[config.mk]
export PLATFORM = sky130hd
export DESIGN_NAME = conv_window_buffer
export DESIGN_NICKNAME = d
export VERILOG_FILES = /design/src/rtl/conv_window_buffer.sv
export SDC_FILE = /design/constraint.sdc
export NUM_CORES = 2
export LEC_CHECK = 0
export ABC_AREA = 1
export BUFFER_PORTS_ARGS = -buffer_cell sky130_fd_sc_hd__buf_2
export CAP_MARGIN = 5
export CELL_PAD_IN_SITES_DETAIL_PLACEMENT = 1
export CELL_PAD_IN_SITES_GLOBAL_PLACEMENT = 1
export CORE_MARGIN = 2
export CORE_UTILIZATION = 40
export CTS_CLUSTER_DIAMETER = 150
export DETAILED_ROUTE_END_ITERATION = 7
export GPL_TIMING_DRIVEN = 0
export HOLD_SLACK_MARGIN = 0.15
export PLACE_DENSITY_LB_ADDON = 0.1
export SLEW_MARGIN = 20
export SYNTH_ARGS = -nofsm -noshare
export SYNTH_HDL_FRONTEND = slang
export SYNTH_SLANG_ARGS = --single-unit
[constraint.sdc]
create_clock -name clk -period 6.2 [get_ports clk]
set_clock_uncertainty 0.1 [all_clocks]
set_input_delay 0.31 -clock clk [delete_from_list [all_inputs] [get_ports clk]]
set_output_delay 0.31 -clock clk [all_outputs]
set_load 0.01 [all_outputs]
[src/rtl/conv_window_buffer.sv]
// Sliding KxK window generator for a raster pixel stream.
// Line buffers feed the right-hand window column; the window flops drive window_data directly.
module conv_window_buffer #(
   parameter int KERNEL_SIZE = 5,
   parameter int DATA_WIDTH  = 16,
   parameter int IMG_WIDTH   = 28,
   parameter int IMG_HEIGHT  = 28
) (
   input  logic                                          clk,
   input  logic                                          reset,
   input  logic [DATA_WIDTH-1:0]                         pixel_in,
   input  logic                                          pixel_valid,
   output logic [KERNEL_SIZE*KERNEL_SIZE*DATA_WIDTH-1:0] window_data,
   output logic                                          window_valid,
   output logic [$clog2(IMG_HEIGHT)-1:0]                 out_row,
   output logic [$clog2(IMG_WIDTH)-1:0]                  out_col,
   output logic                                          frame_done
);

   localparam int K  = KERNEL_SIZE;
   localparam int DW = DATA_WIDTH;
   localparam int RW = $clog2(IMG_HEIGHT);
   localparam int CW = $clog2(IMG_WIDTH);

   typedef enum logic [1:0] {FILL, STREAM, DONE} state_t;

   state_t          state_q, state_d;
   logic [RW-1:0]   row_q, row_d;
   logic [CW-1:0]   col_q, col_d;
   logic [DW-1:0]   win_q [K*K];
   logic [DW-1:0]   win_d [K*K];
   logic            valid_q, valid_d;
   logic [RW-1:0]   out_row_q, out_row_d;
   logic [CW-1:0]   out_col_q, out_col_d;
   logic            done_q, done_d;

   logic [DW-1:0]   lb_mem [K-1][IMG_WIDTH];
   logic [DW-1:0]   tap [K];
   logic            last_col;

   // Vertical taps: oldest row first, the live pixel last.
   always_comb begin
      for (int r = 0; r < K-1; r++) tap[r] = lb_mem[r][col_q];
      tap[K-1] = pixel_in;
   end

   assign last_col = (col_q == CW'(IMG_WIDTH-1));

   always_comb begin
      state_d   = state_q;
      row_d     = row_q;
      col_d     = col_q;
      win_d     = win_q;
      valid_d   = 1'b0;
      out_row_d = out_row_q;
      out_col_d = out_col_q;
      done_d    = 1'b0;
      if (pixel_valid) begin
         for (int r = 0; r < K; r++) begin
            for (int c = 0; c < K-1; c++) win_d[r*K+c] = win_q[r*K+c+1];
            win_d[r*K+K-1] = tap[r];
         end
         if (row_q >= RW'(K-1) && col_q >= CW'(K-1)) begin
            valid_d   = 1'b1;
            out_row_d = row_q - RW'(K-1);
            out_col_d = col_q - CW'(K-1);
         end
         if (last_col) begin
            col_d = '0;
            row_d = row_q + 1'b1;
         end else begin
            col_d = col_q + 1'b1;
         end
         unique case (state_q)
            STREAM: begin
               if (last_col && row_q == RW'(IMG_HEIGHT-1)) begin
                  state_d = DONE;
                  row_d   = '0;
                  col_d   = '0;
                  done_d  = 1'b1;
               end
            end
            default: begin
               // DONE accepts pixel (0,0) of the next frame like FILL does
               if (last_col && row_q == RW'(K-2)) state_d = STREAM;
               else                               state_d = FILL;
            end
         endcase
      end else if (state_q == DONE) begin
         state_d = FILL;
      end
   end

   always_ff @(posedge clk) begin
      if (reset) begin
         state_q   <= FILL;
         row_q     <= '0;
         col_q     <= '0;
         win_q     <= '{default: '0};
         valid_q   <= 1'b0;
         out_row_q <= '0;
         out_col_q <= '0;
         done_q    <= 1'b0;
      end else begin
         state_q   <= state_d;
         row_q     <= row_d;
         col_q     <= col_d;
         win_q     <= win_d;
         valid_q   <= valid_d;
         out_row_q <= out_row_d;
         out_col_q <= out_col_d;
         done_q    <= done_d;
      end
   end

   // Storage only, never reset; each column slot rotates up one row.
   always_ff @(posedge clk) begin
      if (pixel_valid && !reset) begin
         for (int r = 0; r < K-2; r++) lb_mem[r][col_q] <= lb_mem[r+1][col_q];
         lb_mem[K-2][col_q] <= pixel_in;
      end
   end

   always_comb begin
      for (int i = 0; i < K*K; i++) window_data[i*DW +: DW] = win_q[i];
   end

   assign window_valid = valid_q;
   assign out_row      = out_row_q;
   assign out_col      = out_col_q;
   assign frame_done   = done_q;

endmodule

# Word level (Yosys, flattened, before mapping)
# Memory sizes are Yosys's and may differ from the RTL's.
# Cells that the tools add are included.
# classes
mux,29
shifts,0
n_reduce_logical,11
n_eq_ne,6
bitwise_logic,3
n_addsub,4
n_lt_le_gt_ge,4
div,0
mul,0
# op_table
operator,n
$mux 448,1
$bmux 16 s5,4
$mux 16,9
$demux 16 s5,1
$mux 5,6
$add 5x1->5 const B,2
$eq 5x5->1 const B,2
$ge 5x3->1 const B,2
$sub 5x3->5 const B,2
$mux 2,4
$ge 6x6->1 const B,1
$lt 6x1->1 const B,1
$not 5->6,1
$eq 5x2->1 const B,1
$logic_and 1x1->1,5
$mux 1,4
$reduce_and 2->1,2
$ne 3x3->1 const B,1
$reduce_or 3->1,1
$eq 2x1->1 const B,1
$eq 2x2->1 const B,1
$not 1->1,2
$reduce_bool 2->1,1
$reduce_or 2->1,1
$logic_not 1->1,1
# totals
output_inout_bits,412
ramBits,1792
latch_bits,0
elab_cells,90
memories,1
register_bits,424
mem_bits_ro,0
inputBits,19
# memory_table
name,words,width,read_ports,rd_clocked_by_memory_dff,wr,line,source
lb_mem,4,448,4,0,4,37,logic [DW-1:0] lb_mem [K-1][IMG_WIDTH];

# Longest topological paths before layout
# logic_depth
depth_word,6
mapped_depth,15
ltp_nobuf,11

# Worst setup path after synthesis
# Ideal clock, no wire load.
# synth_path
path_kind,register to register
start,register col_q[1]
end,memory lb_mem[0][304] (netlist name) (enable)
stages_incl_launch_ff,8
path_buffers,3
period_less_slack_ns,4.721
slack_ns,1.479
t_required_ns,5.613
setup_ns,0.487
arrival_time_ns,4.134
cell_sequence,dfxtp_1 buf_2 inv_2 buf_2 buf_1 ha_1 nand2_1 nor2_1
# synth_rtl
element,line,source
from (decl),29,"logic [CW-1:0] col_q, col_d;"
from (signal assigned),107,col_q <= col_d;
to (decl),37,

==> reports/results.env <==
SYNTH_LARGEST_AREA_CELL='sky130_fd_sc_hd__edfxtp_1'
WORST-R2R-SETUP-SLACK_PS=1100
GP_ROUTABILITY_CONGESTION=0.896
P_SW_SHARE_PCT=26.2
POST_ROUTE_CELLS_DRIVE_ABOVE_1_SHARE_PCT=12.1
CLOCK_PIN_TRANSITION_ON_THE_WORST_SETUP_AND_HOLD_TIMING_PATHS_PS=60
DRT-MET1-WL_UM=148000
DRV_SLEW=0
POSTSYNTHAREAPERCELL_UM2=10.0
FINAL_SETUP_FAILS=0
CTS.HTREE.LEVELS=4
MAXCAPVIOLATIONS=0
POST-CTS-SETUP-BUFFER-COUNT=0
IR_WORST_VDD_mV=0.272
ANTENNA_FOUND_INITIAL=34
DETAILROUTE.WIRELENGTH.MET3_UM=30400
HOLD_PATH_CLASS='in -> reg'
IO_BUFFER_COUNT=428
SYNTH_CELL_TYPES=26
RUN_STATUS='completed'
TIGHTEST_SLEW_PS=1210
TIMING.HOLD.WORST_PATH_DEPTH=4
RSZ_0062_RAISED_AFTER_GLOBAL_ROUTING='false'
POWER.DENSITY_CELL_AREA_mW_PER_MM2=319
SYNTH-WARNING-COUNT=0
DESIGN.PORTCOUNT=431
GRT_MAX_DEGREE=30
MIN_DELAY_WORST_ENDPOINT='window_data[36]'
TOTAL_OF_FLIP_FLOPS_PLUS_LATCHES_AFTER_SYNTHESIS=2216
CTS_MAX_PATH_BUFFERS=3
WL_PER_CELL_UM=27.5
POSTSYNTHCELLCOUNT=9020
PRECTSSETUPSLACK_PS=1260
ROUTED.TOP_LAYER='met5'
COMBINED_AREA_OF_ALL_SYNTHESIZED_CELLS_MM2=0.0904
CRITICAL_PATH_CLASS='reg -> reg'
HOLD_VIOLATIONS=0
DIE_Y_UM=479
DRT.ANTENNA.VIOLATING_NETS=0
HOLD_PATH.STARTPOINT='pixel_valid'
DRCVIOLATIONCOUNT=0
FIRST_PASS_ITERS=5
DETAIL_ROUTE.VIAS_PER_CELL=5.29
CRIT_ARRIVAL_PS=5580
MULTI_INPUT_COMB_AREA_MM2=0.0219
GLOBAL_ROUTE.OVERFLOW_TOTAL=0
TOTAL_CLOCK_BUFFERS_CREATED_BY_CTS=237
FMAX_MHz=196
SEQUENTIALPOWERSHARE_PCT=49.0
SHORTEST_PERIOD_THE_WORST_PATH_ALLOWS_PS=5100
CLK_ROOT_BUFFER_CELL='sky130_fd_sc_hd__clkbuf_16'
FINISH.NET_COUNT=9875
R2R-START='col_q[1]'
SYNTH_NETS=9056
CTS_REPAIR_RESIZE_COUNT=0
CP.REQUIRED_PS=6680
FLOORPLAN.CORE_AREA_MM2=0.225
POWER.INTERNAL_mW=25.3
DESIGN.DIE.AREA_MM2=0.230
INITIAL_UTIL_PCT=40.2
FLOORPLAN.DIE.WIDTH_UM=479
CTS.SINKS=2216
YOSYSTOPAREACELLSHARE_PCT=59.6
DRT-TOTAL-WL_UM=359000
AREA_GROWTH_PCT=18.9
CRITPATHCAPTURETYPE='register'
FINAL.SETUP.WORST_SLACK_PS=1100
CTS_TREE='done'
FIRST_GLOBAL_VIAS=69500
TNS_PS=0
WORST_SLEW_MARGIN_PCT=19.2
ROW_COUNT=174
GRT_PASS1_WL_UM=505000
CLKLATENCYLATEPIN_PS=900
LAYOUT_WORST_PATH_CYCLE_SHARE_PCT=82.3
NUM_VIAS=69000
WORST-R2R-CELL-COUNT=11
SYNTH_SEQUENTIAL_AREA_RATIO_PCT=68.9
CRITPATHLAUNCHTYPE='register'
HPWLAFTERDP_UM=261000
GRT.TOTAL_USAGE_PCT=30.8
WORST-PATH-MAX-FANOUT=17
POWER.SHARE.COMBINATIONAL_PCT=10.1
MET2WIRELENGTH_UM=168000
CLOCKPOWERSHARE_PCT=40.9
FINAL-SEQ-AREA_MM2=0.0623
N_FILL_CELL=24900
CRITICAL_PATH.REG2REG.ENDPOINT='lb_mem[2][98]'
POWER.STATIC_LEAKAGE_nW=45.6
SYNTH.TOP_CELLS.BY_AREA='sky130_fd_sc_hd__edfxtp_1 60%, sky130_fd_sc_hd__nand2_1 11%, sky130_fd_sc_hd__dfxtp_1 9.4%'
DRT_ITER0_DRC=6871
SWITCHING_POWER_mW=8.96
-- through the flow --
stage	total power, mW	utilization (%)	cells	instance area, µm²	hold WS (ps)
floorplan	18.6	-	9020	90400	309
global placement	20.3	42.8	12400	96200	363
detailed placement	20.5	44.3	12600	99600	367
CTS	34.3	47.8	13000	107000	312
global route	35.2	47.8	13000	107000	352
finish	34.2	47.8	13000	107000	284
-- synth_stat cells --
library cell and instances:
sky130_fd_sc_hd__o21ai_0 546, sky130_fd_sc_hd__nor3_2 1, sky130_fd_sc_hd__xnor2_1 2, sky130_fd_sc_hd__buf_2 172, sky130_fd_sc_hd__nor3_4 1, sky130_fd_sc_hd__or2_2 3, sky130_fd_sc_hd__buf_4 50, sky130_fd_sc_hd__buf_6 5
sky130_fd_sc_hd__nor3_1 6, sky130_fd_sc_hd__nand3_1 756, sky130_fd_sc_hd__a21oi_1 176, sky130_fd_sc_hd__nor2_1 1072, sky130_fd_sc_hd__nor2_2 1, sky130_fd_sc_hd__xor2_1 4, sky130_fd_sc_hd__inv_2 6, sky130_fd_sc_hd__clkbuf_1 213
sky130_fd_sc_hd__ha_1 17, sky130_fd_sc_hd__a211oi_1 1, sky130_fd_sc_hd__nand4_1 1, sky130_fd_sc_hd__nor3b_1 1, sky130_fd_sc_hd__nand2_1 2618, sky130_fd_sc_hd__o21ai_1 1, sky130_fd_sc_hd__dfxtp_1 424, sky130_fd_sc_hd__inv_1 1108
sky130_fd_sc_hd__buf_1 43, sky130_fd_sc_hd__edfxtp_1 1792
-- state kept, by name (all words and copies together) (netlist names) --
| name | count |
|---|---|
| out_col | 5 |
| col_q | 5 |
| lb_mem | 1792 |
| state_q | 2 |
| out_row | 5 |
| window_data | 400 |
| row_q | 5 |
| frame_done | 1 |
| window_valid | 1 |
-- power groups by stage --
stage / Clock [mW] / Sequential [mW] / Combinational, mW
global route: 14.7 / 16.8 / 3.70
detailed placement: 0 / 17.1 / 3.39
global placement: 0 / 17.1 / 3.22
finish: 14.0 / 16.8 / 3.45
CTS: 14.1 / 16.8 / 3.42
floorplan: 0 / 17.1 / 1.54
-- cells by family after synthesis --
| family | after synthesis | synth area share, % |
|---|---|---|
| compound gates | 724 | 4.01 |
| xor+xnor | 6 | 0.0582 |
| fa+ha+maj | 17 | 0.235 |
| buf+inv | 1597 | 7.12 |
| flops | 2216 | 68.9 |
| simple gates | 4460 | 19.6 |
-- final cells by class --
cell class	count	share of cell area, %
buffer	483	2.11
inverter	1114	3.89
multi-input combinational	5207	20.4
clock inverter	131	1.03
sequential	2216	58.0
tap	2992	3.49
clock buffer	305	6.00
timing repair buffer	580	5.01
antenna	12	0.0280
-- worst max path at each step --
stage | endpoint | cells after the start | startpoint
after floorplan | lb_mem[0][304] | 7 | col_q[1]
after global placement | lb_mem[2][241] | 7 | col_q[1]
after detailed placement | lb_mem[2][103] | 11 | col_q[1]
after CTS | lb_mem[2][98] | 11 | col_q[1]
after global routing | lb_mem[2][96] | 11 | col_q[1]
final | lb_mem[2][98] | 11 | col_q[1]
-- cells in the final DEF (no fill, tap or decap), drive strengths merged --
cell type | synthesis | layout
o21ai | 547 | 547
bufinv | 0 | 15
edfxtp | 1792 | 1792
nand4 | 1 | 1
inv | 1114 | 1122
buf | 270 | 832
nor2 | 1073 | 1073
nor3b | 1 | 1
nor3 | 8 | 8
a21oi | 176 | 176
xor2 | 4 | 4
ha | 17 | 17
dfxtp | 424 | 424
dlygate4sd3 | 0 | 18
clkbuf | 213 | 518
diode | 0 | 12
nand3 | 756 | 756
clkinv | 0 | 105
a211oi | 1 | 1
or2 | 3 | 3
nand2 | 2618 | 2618
xnor2 | 2 | 2
clkinvlp | 0 | 3
-- routing by layer --
| layer | global-route usage, % | vias up |
|---|---|---|
| met5 | 0 | - |
| met4 | 10.5 | 4 |
| met3 | 5.73 | 541 |
| met2 | 50.7 | 2853 |
| met1 | 40.9 | 34800 |
| li1 | - | 30800 |
-- worst max-delay path, stage by stage, from the launching register on --
cell and delay, ps:
sky130_fd_sc_hd__dfxtp_1 360, sky130_fd_sc_hd__buf_2 350, sky130_fd_sc_hd__inv_2 420, sky130_fd_sc_hd__buf_2 570, sky130_fd_sc_hd__buf_1 580, sky130_fd_sc_hd__ha_1 280, sky130_fd_sc_hd__nand2_1 450, sky130_fd_sc_hd__nor2_4 760
sky130_fd_sc_hd__buf_16 250, sky130_fd_sc_hd__buf_16 180, sky130_fd_sc_hd__buf_16 170, sky130_fd_sc_hd__buf_12 190
-- what timing repair did --
action	CTS	global route
hold buffers	18	0
endpoints found under the hold margin	595	0
setup endpoints to repair	0	0
No activity file was read; power rests on OpenSTA's default activity.
